===== src/rtl/sfx_pkg.sv =====
// Shared definitions for the sound-effect scheduler: note codes, FSM states and the effect note table.
// Pure constants and a combinational table lookup; no latency and no flow control.
package sfx_pkg;

    typedef enum logic [1:0] {
        ST_IDLE = 2'd0,
        ST_PLAY = 2'd1,
        ST_GAP  = 2'd2
    } sfx_state_e;

    // Semitone index starting at C4 = 1; 0 is a rest.
    localparam logic [4:0] NOTE_REST = 5'd0;
    localparam logic [4:0] NOTE_C4   = 5'd1;
    localparam logic [4:0] NOTE_D4   = 5'd3;
    localparam logic [4:0] NOTE_E4   = 5'd5;
    localparam logic [4:0] NOTE_FS4  = 5'd7;
    localparam logic [4:0] NOTE_GS4  = 5'd9;
    localparam logic [4:0] NOTE_B4   = 5'd12;

    localparam int SFX_IDS = 4;
    localparam int SFX_LEN = 4;

    localparam logic [4:0] SFX_ROM [SFX_IDS][SFX_LEN] = '{
        '{NOTE_E4,  NOTE_FS4,  NOTE_GS4, NOTE_B4  },
        '{NOTE_B4,  NOTE_REST, NOTE_B4,  NOTE_REST},
        '{NOTE_GS4, NOTE_FS4,  NOTE_E4,  NOTE_D4  },
        '{NOTE_C4,  NOTE_C4,   NOTE_C4,  NOTE_C4  }
    };

    // Ids or steps outside the table play as a rest.
    function automatic logic [4:0] sfx_note(input logic [4:0] id, input logic [4:0] step);
        sfx_note = NOTE_REST;
        if (id < 5'(SFX_IDS) && step < 5'(SFX_LEN)) begin
            sfx_note = SFX_ROM[id[1:0]][step[1:0]];
        end
    endfunction

endpackage


===== src/rtl/sfx_tick_gen.sv =====
// Timing-tick divider: tick is high in the last cycle of every TICK_DIV-cycle period.
// clr restarts the period at the next edge; no backpressure.
module sfx_tick_gen #(
    parameter int TICK_DIV = 1000000
) (
    input  logic clk,
    input  logic rst_n,
    input  logic clr,
    output logic tick
);
    localparam int TW = (TICK_DIV > 1) ? $clog2(TICK_DIV) : 1;

    logic [TW-1:0] cnt_q, cnt_d;

    assign tick = (cnt_q == TW'(TICK_DIV - 1));

    always_comb begin
        cnt_d = cnt_q + TW'(1);
        if (clr || tick) begin
            cnt_d = '0;
        end
    end

    always_ff @(posedge clk) begin
        if (!rst_n) begin
            cnt_q <= '0;
        end else begin
            cnt_q <= cnt_d;
        end
    end

endmodule


===== src/rtl/sfx_scheduler.sv =====
// Strict-priority, preempting sequencer of sound effects onto one tone generator and volume path.
// Grant follows a latched request by one edge; outputs are registered except amplitude; no backpressure.
module sfx_scheduler
    import sfx_pkg::*;
#(
    parameter int NUM_REQ       = 4,
    parameter int TICK_DIV      = 1000000,
    parameter int NOTE_TICKS    = 10,
    parameter int NOTES_PER_SFX = 4,
    parameter int GAP_TICKS     = 2
) (
    input  logic               clk,
    input  logic               rst_n,
    input  logic [NUM_REQ-1:0] req,
    input  logic [15:0]        volume_in,
    output logic [NUM_REQ-1:0] grant,
    output logic               busy,
    output logic [4:0]         note_code,
    output logic [15:0]        amplitude,
    output logic               done
);
    localparam int CW      = (NUM_REQ > 1) ? $clog2(NUM_REQ) : 1;
    localparam int SW      = (NOTES_PER_SFX > 1) ? $clog2(NOTES_PER_SFX) : 1;
    localparam int CNT_MAX = (NOTE_TICKS > GAP_TICKS) ? NOTE_TICKS : GAP_TICKS;
    localparam int NW      = (CNT_MAX > 1) ? $clog2(CNT_MAX) : 1;

    sfx_state_e         state_q, state_d;
    logic [NUM_REQ-1:0] pending_q, pending_d;
    logic [CW-1:0]      cur_q, cur_d;
    logic [SW-1:0]      step_q, step_d;
    logic [NW-1:0]      nt_q, nt_d;
    logic               done_q, done_d;
    logic               tick, tick_clr, start;
    logic [NUM_REQ-1:0] higher, start_vec, clr_mask;

    function automatic logic [CW-1:0] lowest_idx(input logic [NUM_REQ-1:0] v);
        lowest_idx = '0;
        for (int i = NUM_REQ - 1; i >= 0; i--) begin
            if (v[i]) lowest_idx = CW'(i);
        end
    endfunction

    sfx_tick_gen #(.TICK_DIV(TICK_DIV)) u_tick (
        .clk   (clk),
        .rst_n (rst_n),
        .clr   (tick_clr),
        .tick  (tick)
    );

    always_comb begin
        for (int i = 0; i < NUM_REQ; i++) begin
            higher[i] = pending_q[i] && (CW'(i) < cur_q);
        end
    end

    always_comb begin
        state_d   = state_q;
        cur_d     = cur_q;
        step_d    = step_q;
        nt_d      = nt_q;
        done_d    = 1'b0;
        tick_clr  = 1'b0;
        start     = 1'b0;
        start_vec = '0;
        clr_mask  = '0;
        case (state_q)
            ST_IDLE: begin
                if (|pending_q) begin
                    start     = 1'b1;
                    start_vec = pending_q;
                end
            end
            ST_PLAY: begin
                if (tick) begin
                    if (|higher) begin
                        start     = 1'b1;
                        start_vec = higher;
                    end else if (nt_q == NW'(NOTE_TICKS - 1)) begin
                        nt_d = '0;
                        if (step_q == SW'(NOTES_PER_SFX - 1)) begin
                            state_d  = ST_GAP;
                            step_d   = '0;
                            done_d   = 1'b1;
                            tick_clr = 1'b1;
                        end else begin
                            step_d = step_q + SW'(1);
                        end
                    end else begin
                        nt_d = nt_q + NW'(1);
                    end
                end
            end
            ST_GAP: begin
                if (tick) begin
                    if (nt_q == NW'(GAP_TICKS - 1)) begin
                        state_d = ST_IDLE;
                        nt_d    = '0;
                    end else begin
                        nt_d = nt_q + NW'(1);
                    end
                end
            end
            default: state_d = ST_IDLE;
        endcase
        // Preemption and the idle grant share one restart path.
        if (start) begin
            state_d  = ST_PLAY;
            cur_d    = lowest_idx(start_vec);
            step_d   = '0;
            nt_d     = '0;
            tick_clr = 1'b1;
            clr_mask[cur_d] = 1'b1;
        end
        pending_d = (pending_q & ~clr_mask) | req;
    end

    always_ff @(posedge clk) begin
        if (!rst_n) begin
            state_q   <= ST_IDLE;
            pending_q <= '0;
            cur_q     <= '0;
            step_q    <= '0;
            nt_q      <= '0;
            done_q    <= 1'b0;
        end else begin
            state_q   <= state_d;
            pending_q <= pending_d;
            cur_q     <= cur_d;
            step_q    <= step_d;
            nt_q      <= nt_d;
            done_q    <= done_d;
        end
    end

    always_comb begin
        grant     = '0;
        note_code = NOTE_REST;
        if (state_q == ST_PLAY) begin
            grant[cur_q] = 1'b1;
            note_code    = sfx_note(5'(cur_q), 5'(step_q));
        end
    end

    assign busy      = (state_q != ST_IDLE);
    assign done      = done_q;
    assign amplitude = (note_code != NOTE_REST) ? volume_in : 16'h0000;

endmodule


===== config.mk =====
export PLATFORM = sky130hd
export DESIGN_NAME = sfx_scheduler
export DESIGN_NICKNAME = d
export VERILOG_FILES = /design/src/rtl/sfx_pkg.sv /design/src/rtl/sfx_tick_gen.sv /design/src/rtl/sfx_scheduler.sv
export SDC_FILE = /design/constraint.sdc
export NUM_CORES = 1
export LEC_CHECK = 0
export ABC_CLOCK_PERIOD_IN_PS = 2800
export CAP_MARGIN = 10
export CORE_MARGIN = 1.5
export CORE_UTILIZATION = 50
export CTS_CLUSTER_SIZE = 25
export DETAILED_ROUTE_END_ITERATION = 10
export PLACE_DENSITY_LB_ADDON = 0.08
export SLEW_MARGIN = 40
export SYNTH_ARGS = -nofsm -noshare
export SYNTH_HDL_FRONTEND = slang
export SYNTH_SLANG_ARGS = --single-unit

===== constraint.sdc =====
create_clock -name clk -period 2.8 [get_ports clk]
set_input_delay 0.28 -clock clk [delete_from_list [all_inputs] [get_ports clk]]
set_output_delay 0.28 -clock clk [all_outputs]
set_load 0.03 [all_outputs]

==> flow_metrics.py, run 1 <==
metrics = {
    "status": {
        "outcome": "finished, final reports clean",
    },
    "global_route": {
        "track_usage_pct": 21.5,
        "antenna_found_initial": 0,
        "grt_max_degree": 21,
        "grt_pass1_wl_um": 7560,
        "overflow": 0,
        "first_global_vias": 1737,
    },
    "place": {
        "hpwl_um": 3730,
        "port_buffers": 47,
        "gp_congestion": 0.850,
        "place_inst": 351,
        "post-place-ws_ns": 0.0994,
    },
    "clock_network": {
        "clock_latency_ns": 0.28,
        "ctsHoldBuffers": 0,
        "cts.path.max_buffers": 2,
        "h-tree-depth": 2,
        "cts_buffers": 5,
        "clk_root_buffer_cell": "clkbuf_8",
        "clk_pin_slew_ns": 0.07,
        "tritoncts": "done",
        "clock_sinks": 35,
    },
    "sta": {
        "period_minus_slack_ns": 2.61,
        "finalHoldViolCount": 0,
        "rsz0062_at_grt": "no",
        "finalCritPeriodShare_pct": 93.3,
        "setup-tns-final_ns": 0,
        "timing.final.max_slew_violations": 0,
        "setup_violations": 0,
        "fin_ws_ns": 0.188,
        "clock_skew_ns": 0.00835,
        "max_freq_ghz": 0.383,
    },
    "power_and_ir_drop": {
        "p_per_area_mw_per_mm2": 481,
        "switching_power_mw": 0.429,
        "combinationalPowerShare_pct": 33.4,
        "vdd_drop_max_v": 0.000355,
        "power_leakage_nw": 0.996,
        "p_seq_share_pct": 41.2,
        "power_mw": 1.29,
        "p_int_mw": 0.859,
        "p_sw_share_pct": 33.3,
        "p_clk_share_pct": 25.4,
    },
    "floorplan": {
        "row_count": 23,
        "start_util_pct": 52.6,
        "die_height_um": 68.1,
        "die_area_mm2": 0.00464,
        "pin_count": 49,
        "coreArea_mm2": 0.00403,
        "die_x_um": 68.1,
    },
    "routing": {
        "wl_per_cell_um": 13.7,
        "drt_iter0_drc": 70,
        "drt-pass1-iter-count": 4,
        "via_count": 1976,
        "ant_nets": 0,
        "drt_drc_violations_left": 0,
        "viasPerCell": 5.47,
        "routed_wl_um": 4930,
    },
    "logic_synthesis": {
        "post-synth-top-area-cell": "dfxtp_1",
        "synth_area_leaders": "dfxtp_1 33%, nor2_1 6.0%, xnor2_1 5.0%",
        "ys_ff_latch": 35,
        "syn_avg_cell_area_um2": 8.21,
        "synth_nets": 288,
        "yosysSeqAreaShare_pct": 33.1,
        "synth.top_cell.area_share_pct": 33.1,
        "synth_warnings": 0,
        "synth.distinct_cells": 49,
        "syn_area_mm2": 0.00212,
        "syn_inst": 258,
    },
    "cells_and_area": {
        "utilization_pct": 66.4,
        "layout_common_cells": "35 x dfxtp_1, 34 x nor2_1, 31 x clkdlybuf4s50_1",
        "drive_gt1_share_pct": 13.5,
        "final_common_cell": "dfxtp_1",
        "final_cell_count_no_fill": 361,
        "diodes": 0,
        "syn2layout_area_growth_pct": 26.2,
        "nets": 342,
    },
    "critical_path": {
        "worst-path-max-fanout": 6,
        "start_kind": "flip-flop",
        "path_class": "reg2out",
        "cp.arrival_ns": 2.33,
        "end_kind": "output port",
        "cp_data_required_time_ns": 2.52,
        "r2r_setup_slack_ns": 0.66,
    },
    "hold_path": {
        "worstHoldPathType": "reg2reg",
    },
    "run": {
        "cap_violations": 0,
    },
}
-- routing by layer --
layer,vias up,track usage (%),wire [um]
met5,-,0,0
met4,0,7.75,63
met3,5,4.77,214
met2,48,39.7,2590
met1,911,23.9,2060
li1,1012,-,-
-- timing repair --
| action | 4_1_cts | 5_1_grt |
|---|---|---|
| endpoints found under the hold margin | 0 | 0 |
| buffers inserted | 0 | 3 |
| pin swaps | 0 | 2 |
| cloned | 0 | 1 |
| resized for setup | 16 | 35 |
| endpoints found under the setup margin | 16 | 11 |
-- cells by family (layout without fill, tap and decap cells) --
group / Yosys count / after routing / share of synthesized area (%)
buffers and inverters: 19 / 72 / 4.31
DFF: 35 / 35 / 33.1
and+or+nand+nor: 134 / 134 / 35.6
xor gates and xnor gates: 19 / 19 / 7.86
adders and majority gates: 8 / 8 / 4.73
AOI/OAI and AO/OA: 42 / 42 / 14.2
other: 1 / 1 / 0.177
-- flip-flops by register name, summed over array words and instances, names as in the netlist --
name / count
cur_q: 2
pending_q: 4
done: 1
step_q: 2
nt_q: 4
u_tick.cnt_q: 20
state_q: 2
-- per-stage QoR --
stage	instance area, um2	hold slack (ns)
final	2670	0.454
after global routing	2670	0.495
after CTS	2700	0.460
after detailed placement	2650	0.446
after global placement	2650	0.442
after floorplan	2130	0.396
-- cells in the mapped netlist, drive strengths merged --
master and number:
o41ai 1, or3 2, xnor2 12, o21ai 7
nand3b 1, nor2b 14, a22oi 1, nand4 6
buf 7, conb 1, nor4 7, xor2 7
a31oi 3, or4b 1, dfxtp 35, nor4b 2
and2 11, a21boi 2, nand2 19, a311oi 1
o31a 2, nand4b 1, a32oi 2, o21ba 1
o21a 3, a21oi 11, and2b 6, ha 8
clkbuf 2, nand3 10, and4 5, or4 3
a2bb2o 1, inv 10, nor2 34, or2 1
o221ai 1, nor3 5, nand2b 2, a211oi 4
and3 4, a221oi 2
-- worst max-delay path, stage by stage, from the launching register on --
cell and delay (ns):
dfxtp_1 0.36, inv_1 0.10, ha_1 0.31, nor2b_1 0.14, a211oi_2 0.18, a211oi_2 0.08, nor4_2 0.32, buf_4 0.19
and2b_1 0.18, clkbuf_2 0.18
-- cell type report --
| type | count | area (um2) |
|---|---|---|
| inverter | 10 | 37.5 |
| multi-input combinational | 204 | 1340 |
| timing repair buffer | 56 | 458 |
| fill | 382 | 1360 |
| tap | 50 | 62.6 |
| clock buffer | 6 | 72.6 |
| sequential | 35 | 701 |
-- power by group through the flow --
stage	Combinational [mW]	Clock, mW	Sequential [mW]
floorplan	0.269	0	0.538
global route	0.467	0.357	0.532
CTS	0.414	0.337	0.530
detailed placement	0.441	0	0.541
global placement	0.437	0	0.540
finish	0.430	0.327	0.530
-- path summary, 6_finish.rpt --
path | startpoint | to | cells after the start
max | cur_q[0]$_SDFFE_PN0P_ | amplitude[7] | 9
min | u_tick.cnt_q[0]$_SDFF_PP0_ | u_tick.cnt_q[0]$_SDFF_PP0_ | 1
max reg2reg | cur_q[0]$_SDFFE_PN0P_ | nt_q[3]$_SDFFE_PP0P_ | 7
min reg2reg | u_tick.cnt_q[0]$_SDFF_PP0_ | u_tick.cnt_q[0]$_SDFF_PP0_ | 1
(Power assumes the default switching activity.)
==> inputs of run 2 (changes only) <==
--- a/config.mk
+++ b/config.mk
@@ -9,6 +9,7 @@
 export CAP_MARGIN = 10
 export CORE_MARGIN = 1.5
 export CORE_UTILIZATION = 50
+export CTS_CLUSTER_DIAMETER = 100
 export CTS_CLUSTER_SIZE = 25
 export DETAILED_ROUTE_END_ITERATION = 10
 export PLACE_DENSITY_LB_ADDON = 0.08
==> results of run 2 <==
Same layout as run 1: the final DEF is identical, and so are final timing and power.
==> inputs of run 3 (changes only) <==
--- a/config.mk
+++ b/config.mk
@@ -13,6 +13,7 @@
 export CTS_CLUSTER_SIZE = 25
 export DETAILED_ROUTE_END_ITERATION = 10
 export PLACE_DENSITY_LB_ADDON = 0.08
+export RECOVER_POWER = 50
 export SLEW_MARGIN = 40
 export SYNTH_ARGS = -nofsm -noshare
 export SYNTH_HDL_FRONTEND = slang
==> run 3 against run 2 <==
Core utilization is 0.37 points lower. Critical endpoint unchanged. Via count is 1.4% higher. Sequential power hardly changed. Critical path depth stayed put. Global-route usage stayed put. Combinational power hardly changed. Die area stayed put. Largest cell class unchanged. Wire length hardly changed. Non-clock buffer count stayed put.
==> flow_metrics.py, run 3 (synthesis results as in run 1) <==
metrics = {
    "global_route": {
        "overflow": 0,
        "met2_usage_pct": 39.7,
        "first_global_vias": 1737,
        "use_met3_pct": 4.77,
        "grt_max_degree": 21,
        "global_route.usage.met1_pct": 23.9,
        "grt_pass1_wl_um": 7560,
        "antenna_found_initial": 0,
        "grt-busiest-layer": "met2",
        "track_usage_pct": 21.5,
    },
    "place": {
        "gp_congestion": 0.850,
        "post-place-ws_ns": 0.0994,
        "port_buffers": 47,
        "hpwl_um": 3730,
    },
    "floorplan": {
        "pin_count": 49,
        "die_x_um": 68.1,
        "start_util_pct": 52.6,
        "row_count": 23,
        "die_height_um": 68.1,
        "coreArea_mm2": 0.00403,
        "die_area_mm2": 0.00464,
    },
    "power_and_ir_drop": {
        "vdd_drop_max_v": 0.000354,
        "p_seq_share_pct": 41.3,
        "switching_power_mw": 0.428,
        "p_clk_share_pct": 25.5,
        "combinationalPowerShare_pct": 33.3,
        "power_leakage_nw": 0.996,
        "p_sw_share_pct": 33.3,
        "p_per_area_mw_per_mm2": 483,
        "p_int_mw": 0.857,
    },
    "clock_network": {
        "clock_sinks": 35,
        "cts_buffers": 5,
        "tritoncts": "done",
        "clock_latency_ns": 0.28,
        "clk_pin_slew_ns": 0.07,
        "ctsHoldBuffers": 0,
        "clk_root_buffer_cell": "clkbuf_8",
        "cts.path.max_buffers": 2,
        "h-tree-depth": 2,
    },
    "critical_path": {
        "cp_data_required_time_ns": 2.52,
        "worst-path-max-fanout": 6,
        "start_kind": "flip-flop",
        "path_class": "reg2out",
        "reg2reg_depth": 6,
        "end_kind": "output port",
        "cp.arrival_ns": 2.33,
        "critPathLaunch": "cur_q[0]$_SDFFE_PN0P_",
        "r2r_start": "u_tick.cnt_q[10]$_SDFF_PP0_",
    },
    "cells_and_area": {
        "utilization_pct": 66.0,
        "largest-register": "u_tick.cnt_q",
        "nets": 342,
        "final_common_cell": "dfxtp_1",
        "largest_reg_flops": 20,
        "syn2layout_area_growth_pct": 25.5,
        "diodes": 0,
        "layout_common_cells": "35 x dfxtp_1, 34 x nor2_1, 29 x clkdlybuf4s50_1",
        "drive_gt1_share_pct": 12.5,
        "top_regs": "u_tick.cnt_q: 20 flops, nt_q: 4 flops, pending_q: 4 flops",
    },
    "status": {
        "outcome": "finished, final reports clean",
    },
    "sta": {
        "period_minus_slack_ns": 2.61,
        "worst_pin_slew_ns": 0.826,
        "rsz0062_at_grt": "no",
        "fin_ws_ns": 0.188,
        "max_freq_ghz": 0.383,
        "setup-tns-final_ns": 0,
        "setup_violations": 0,
        "finalCritPeriodShare_pct": 93.3,
        "slew_headroom_pct": 44.9,
        "clock_skew_ns": 0.00858,
        "timing.final.max_slew_violations": 0,
        "finalHoldViolCount": 0,
    },
    "routing": {
        "via_count": 2003,
        "drt_iter0_drc": 74,
        "wl_per_cell_um": 13.7,
        "ant_nets": 0,
        "viasPerCell": 5.55,
        "drt_drc_violations_left": 0,
        "routed_wl_um": 4930,
        "drt-pass1-iter-count": 4,
    },
    "hold_path": {
        "worstHoldPathType": "reg2reg",
        "min_from": "u_tick.cnt_q[0]$_SDFF_PP0_",
        "hold_depth": 1,
    },
    "run": {
        "cap_violations": 0,
    },
}
## run 3: cell count changes in the layout (fill, tap and decap cells not counted), sizes merged
| cell | change |
|---|---|
| clkdlybuf4s50 | -2 |
| buf | -1 |
| dlygate4sd3 | +2 |
| clkbuf | +1 |
## run 3: timing repair
| item | CTS | global route |
|---|---|---|
| hold endpoints to repair | 0 | 0 |
| pin swaps | 0 | 2 |
| endpoints found under the setup margin | 16 | 11 |
| gates resized for setup | 16 | 35 |
| gates cloned | 0 | 1 |
| buffers inserted | 0 | 3 |
## run 3: final timing paths
check,to,slack [ns]
setup / recovery,amplitude[7],0.19
hold / removal,u_tick.cnt_q[0]$_SDFF_PP0_,0.45
setup reg to reg,u_tick.cnt_q[2]$_SDFF_PP0_,0.26
hold reg to reg,u_tick.cnt_q[0]$_SDFF_PP0_,0.45
## run 3: metrics by stage
step / total power, mW / hold slack [ns] / cells / instance area, um2
floorplan: 0.808 / 0.396 / 258 / 2130
global placement: 0.977 / 0.442 / 351 / 2650
detailed placement: 0.982 / 0.446 / 351 / 2650
CTS: 1.28 / 0.460 / 357 / 2700
global route: 1.35 / 0.495 / 361 / 2660
finish: 1.28 / 0.454 / 361 / 2660
## run 3: worst max-delay path, cell delays in order (launching register included)
cell and delay [ns]:
dfxtp_1 0.36, inv_1 0.10, ha_1 0.31, nor2b_1 0.14, a211oi_2 0.18, a211oi_2 0.08, nor4_2 0.32, buf_4 0.19
and2b_1 0.18, clkbuf_2 0.18
## run 3: layer usage
| layer | wire [um] | share of wire [%] |
|---|---|---|
| met1 | 2070 | 42 |
| met2 | 2600 | 53 |
| met3 | 195 | 4.0 |
| met4 | 70 | 1.4 |
| met5 | 0 | 0 |
## run 3: area by class of cell
cell class / count / area, um2
Fill cell: 386 / 1370
Multi-Input combinational cell: 204 / 1330
Sequential cell: 35 / 701
Timing Repair Buffer: 56 / 454
Clock buffer: 6 / 72.6
Tap cell: 50 / 62.6
Inverter: 10 / 37.5
## run 3: power by group through the flow
stage               logic [mW]  registers [mW]  clock network (mW)
global placement         0.437           0.540                   0
floorplan                0.269           0.538                   0
finish                   0.427           0.530               0.327
detailed placement       0.441           0.541                   0
CTS                      0.414           0.530               0.337
global route             0.465           0.532               0.357
==> RTL edit 1, RTL diff (settings of run 1) <==
Encoding of `sfx_state_e`: now one-hot (3 bits for 3 states).
--- a/src/rtl/sfx_pkg.sv
+++ b/src/rtl/sfx_pkg.sv
@@ -4,6 +4,6 @@
 
-    typedef enum logic [1:0] {
-        ST_IDLE = 2'd0,
-        ST_PLAY = 2'd1,
-        ST_GAP  = 2'd2
+    typedef enum logic [2:0] {
+        ST_IDLE = 3'b001,
+        ST_PLAY = 3'b010,
+        ST_GAP  = 3'b100
     } sfx_state_e;
Check against the original RTL: no difference found for any inputs over 10 cycles, from zero or initial values and one cycle with rst_n low; not proved beyond that.
==> RTL edit 1 against run 1 <==
Synthesized area grew 0.95%. Critical path depth is the same. Wire length decreased by 9.1%. Critical path type unchanged. First-iteration DRC count down 11%. Setup slack got worse by 48 ps. Cell area is 2.5% higher. Count of clock-buffer cells in the layout rose by 2. Power grew 1.4%. Die area rose by 0.90%. Utilization grew 1.2 points. Sequential share of layout area is 0.084 points higher. Sequential cell count up 1. Highest routed layer unchanged.
==> RTL edit 1: results (changes against run 1) <==
nets: 335  # -2.0%
cap_violations: 0  # unchanged
antenna_found_initial: 0  # unchanged
vias: 1880  # -4.9%
placedCellCount: 348  # -0.85%
grt_pass1_vias: 1698  # -2.2%
vdd_ir_drop_max_v: 0.0003429  # -3.3%
largest_registers: "u_tick.cnt_q x20, nt_q x4, pending_q x4"
track_usage_pct: 20.50  # -0.99 points
via_per_inst: 5.281  # -3.5%
layout-drive-gt1-share_pct: 9.150  # -4.4 points
avgSynthCellArea_um2: 8.385  # +2.1%
synthArstFlopShare_pct: 0  # unchanged
cts_buffers: 5  # unchanged
first_pass_iters: 4  # unchanged
arrival_ps: 2380  # +50 ps
p_leak_uw: 0.001025  # +2.9%
ys_types: 56  # +14%
path_clk_slew_ps: 70  # about the same
syn_nets: 285  # -1.0%
pre_cts_ws_ps: 215.3  # +115.8 ps
ys_dominant_reg_cell: "dfxtp_1"
yosysSeqAreaShare_pct: 33.70  # +0.63 points
grt_pass1_wl_um: 7355  # -2.7%
routedWlPerCell_um: 12.58  # -7.9%
max-slew-margin-rel_pct: 64.82
num-fill-cells: 335  # -12%
cts_htree_levels: 2  # unchanged
clkLatencyLatePin_ps: 280  # about the same
drt_iter0_drc: 62  # -11%
ys_warn_count: 0  # unchanged
drtAntennaViolNets: 0  # unchanged
ys_top_cells_by_count: "36 x dfxtp_1, 35 x nor2_1, 20 x nor2b_1"
diodes: 0  # unchanged
synth_seq_cells: 36  # +2.9%
hpwl_um: 3401  # -8.8%
critPathMaxFanout: 16  # +10
gp_congestion: 0.8353  # -1.7%
run_status: "completed"
skew_ps: 11.18  # +2.836 ps
synth_area_leaders: "dfxtp_1 34%, xnor2_1 6.6%, nor2_1 6.1%, nor2b_1 5.9%, ha_1 4.7%"
root_buffer: "clkbuf_8"
## RTL edit 1: metrics by stage
step	cell area, um^2	hold slack [ps]
3_5_place_dp	2670	469.4
4_1_cts	2740	484.0
5_1_grt	2741	505.0
6_report	2741	490.2
2_1_floorplan	2148	403.9
3_3_place_gp	2670	458.5
## RTL edit 1: final timing paths
| check | startpoint | end | slack, ps | cells after the start |
|---|---|---|---|---|
| setup reg to reg | cur_q[0]$_SDFFE_PN0P_ | nt_q[2]$_SDFFE_PP0P_ | 630 | 8 |
| hold / removal | u_tick.cnt_q[0]$_SDFF_PP0_ | u_tick.cnt_q[0]$_SDFF_PP0_ | 490 | 1 |
| setup / recovery | cur_q[0]$_SDFFE_PN0P_ | amplitude[8] | 140 | 9 |
| hold reg to reg | u_tick.cnt_q[0]$_SDFF_PP0_ | u_tick.cnt_q[0]$_SDFF_PP0_ | 490 | 1 |
## RTL edit 1: timing repair
action                                  4_1_cts  5_1_grt
resized for setup                            16        1
hold buffers                                  0        0
endpoints found under the setup margin       16        1
setup buffers                                 0        0
## RTL edit 1: critical path, stage by stage (launching register included)
cell	delay [ps]
dfxtp_1	390
inv_1	100
ha_1	310
nor2b_1	130
a211oi_1	270
a211oi_2	90
nor4_2	150
buf_4	230
nor2b_1	60
dlygate4sd2_1	360
## RTL edit 1: kinds of logic after synthesis
logic type      synth area share [%]
mux                           0.4681
fa+ha+maj                      4.681
flops                          33.70
buf+inv                        4.388
xor+xnor                       7.782
compound gates                 15.21
simple gates                   33.59
other cells                   0.1754
## RTL edit 1: final cells by class
class,count,area share (%)
clock buffer,8,3.286
timing repair buffer,51,17.57
inverter,14,1.917
multi-input combinational,197,48.65
sequential,36,26.29
tap,50,2.282
## RTL edit 1: power breakdown
part / total (uW) / switching (uW) / leakage (uW) / internal [uW]
registers: 557 / 24.3 / 0.000292 / 533
clock network: 375 / 175 / 0.0000455 / 201
logic: 372 / 217 / 0.000687 / 155
## RTL edit 1: metal layers
| metal | global-route usage [%] | wire (um) |
|---|---|---|
| met5 | 0 | 0 |
| met1 | 24.29 | 2048 |
| met4 | 6.750 | 43 |
| met3 | 4.441 | 266 |
| met2 | 36.30 | 2121 |
==> RTL edit 2, RTL diff (settings of run 1) <==
Made on the original files. Set the parameter `GAP_TICKS` to 4 (it was 2).
--- a/src/rtl/sfx_scheduler.sv
+++ b/src/rtl/sfx_scheduler.sv
@@ -9,3 +9,3 @@
     parameter int NOTES_PER_SFX = 4,
-    parameter int GAP_TICKS     = 2
+    parameter int GAP_TICKS     = 4
 ) (
Function: same outputs for any inputs over 10 cycles, from zero or initial values and one cycle with rst_n low; that may be too few to reach the edited logic, so the function may still have changed.
==> RTL edit 2 against run 1 <==
Power decreased by 0.83%. First-iteration DRC count increased by 84%. Utilization increased by 0.59 points. Sequential power decreased by 1%. Sequential cell count unchanged. Synthesized area decreased by 0.41%. Cell area increased by 0.89%. Clock skew about the same. Setup slack got worse by 37 ps. Wire length increased by 3.3%. Register-to-register slack improved by 170 ps. Critical endpoint is now amplitude[10]. Largest cell class unchanged.
==> RTL edit 2: results (changes against run 1) <==
run_status: "completed"
whs_ps: 464.9  # +10.70 ps
yosysSeqAreaShare_pct: 33.21  # +0.14 points
cts_buffers: 5  # unchanged
clockBufferDepth: 2  # unchanged
arrival_ps: 2370  # +40 ps
clkLatencyLatePin_ps: 290
hp-start: "u_tick.cnt_q[0]$_SDFF_PP0_"
ys_warn_count: 0  # unchanged
totalPowerFinal_uw: 1277  # -0.83%
gp_congestion: 0.8734  # +2.8%
root_buffer: "clkbuf_8"
synth_area_leaders: "dfxtp_1 33%, and2_1 6.2%, nor2_1 6.2%, xor2_1 5.4%, nand2_1 5.0%"
power_report.internal_total_uw: 877.8  # +2.2%
ys_types: 53  # +8.2%
worstSetupStartpoint: "cur_q[0]$_SDFFE_PN0P_"
grt_max_degree: 19  # -9.5%
skew_ps: 8.662  # +0.3142 ps
slowest_stage: "a311o_2"
r2r_setup_slack_ps: 830  # +170 ps
first_pass_iters: 4  # unchanged
critPathMaxFanout: 16  # +10
hold_class: "reg -> reg"
rr_startpoint: "u_tick.cnt_q[0]$_SDFF_PP0_"
ys_top_cells_by_count: "35 x dfxtp_1, 35 x nor2_1, 28 x nand2_1"
max-slew-margin-rel_pct: 57.94
drt_iter0_drc: 129  # +84%
antenna_found_initial: 0  # unchanged
place.port_buffers: 47  # unchanged
largest_registers: "u_tick.cnt_q x20, nt_q x4, pending_q x4"
vdd_ir_drop_max_v: 0.0002874  # -19%
track_usage_pct: 23.67  # +2.2 points
synthArstFlopShare_pct: 0  # unchanged
finalWirelength_um: 5092  # +3.3%
diodes: 0  # unchanged
layout-drive-gt1-share_pct: 7.937  # -5.6 points
pre_cts_ws_ps: 162.5  # +63.06 ps
vias: 1961  # -0.76%
cpPeakStageDelay_ps: 500  # +140 ps
nets: 344  # +0.58%
hpwl_um: 3844  # +3.0%
setup_tns_ps: 0  # unchanged
p_comb_share_pct: 27.7  # -5.7 points
fmax_mhz: 377.5  # -1.4%
grt_pass1_wl_um: 8342  # +10%
syn_nets: 295  # +2.4%
dpl_cell_area_um2: 2616  # -1.1%
cts_setup_buffers: 0  # unchanged
p_leak_uw: 0.001032  # +3.6%
cts_htree_levels: 2  # unchanged
grt_pass1_vias: 1810  # +4.2%
p_clk_uw: 399  # +22%
path_clk_slew_ps: 70  # about the same
## RTL edit 2: worst max-delay path, delay by kind of cell (launching register included)
kind	cells	cell delay, ps
adder cells (fa/ha/maj)	1	320
flip-flops	1	340
AND/OR/NAND/NOR	2	510
AO/OA/AOI/OAI	1	500
buffers and inverters	2	410
## RTL edit 2: metrics by stage
step | utilization, % | instances
finish | 66.96 | 365
global route | 66.96 | 365
CTS | 66.96 | 365
detailed placement | 64.94 | 357
global placement | 64.94 | 357
floorplan | - | 265
## RTL edit 2: repair_timing
item | CTS | global route
resized for setup | 17 | 0
endpoints found under the hold margin | 0 | 0
endpoints found under the setup margin | 16 | 0
## RTL edit 2: per-layer routing
metal,part of all wire (%),track usage (%)
met1,48,32.42
met2,45,37.62
met3,5.5,4.770
met4,1.1,6.750
met5,0,0
## RTL edit 2: area by class of cell
cell class / count / area [um^2]
inverter: 10 / 37.54
timing repair buffer: 54 / 503.0
clock buffer: 8 / 100.1
tap: 50 / 62.56
multi-input combinational: 208 / 1294
fill: 363 / 1331
sequential: 35 / 700.7
## RTL edit 2: cells by family (layout without fill, tap and decap cells)
kind of cell / count (synthesis) / in the layout / synth area share, %
AND/OR/NAND/NOR: 140 / 140 / 35.53
buffers and inverters: 22 / 72 / 5.515
XOR/XNOR: 18 / 18 / 7.473
other: 1 / 1 / 0.1778
adder cells (fa/ha/maj): 8 / 8 / 4.745
flip-flops: 35 / 35 / 33.21
AO/OA/AOI/OAI: 41 / 41 / 13.35
## RTL edit 2: worst paths after layout
kind                                endpoint  depth (start not counted)
hold reg to reg   u_tick.cnt_q[0]$_SDFF_PP0_                          1
hold / removal    u_tick.cnt_q[0]$_SDFF_PP0_                          1
setup / recovery               amplitude[10]                          6
setup reg to reg       cur_q[1]$_SDFFE_PN0P_                          6
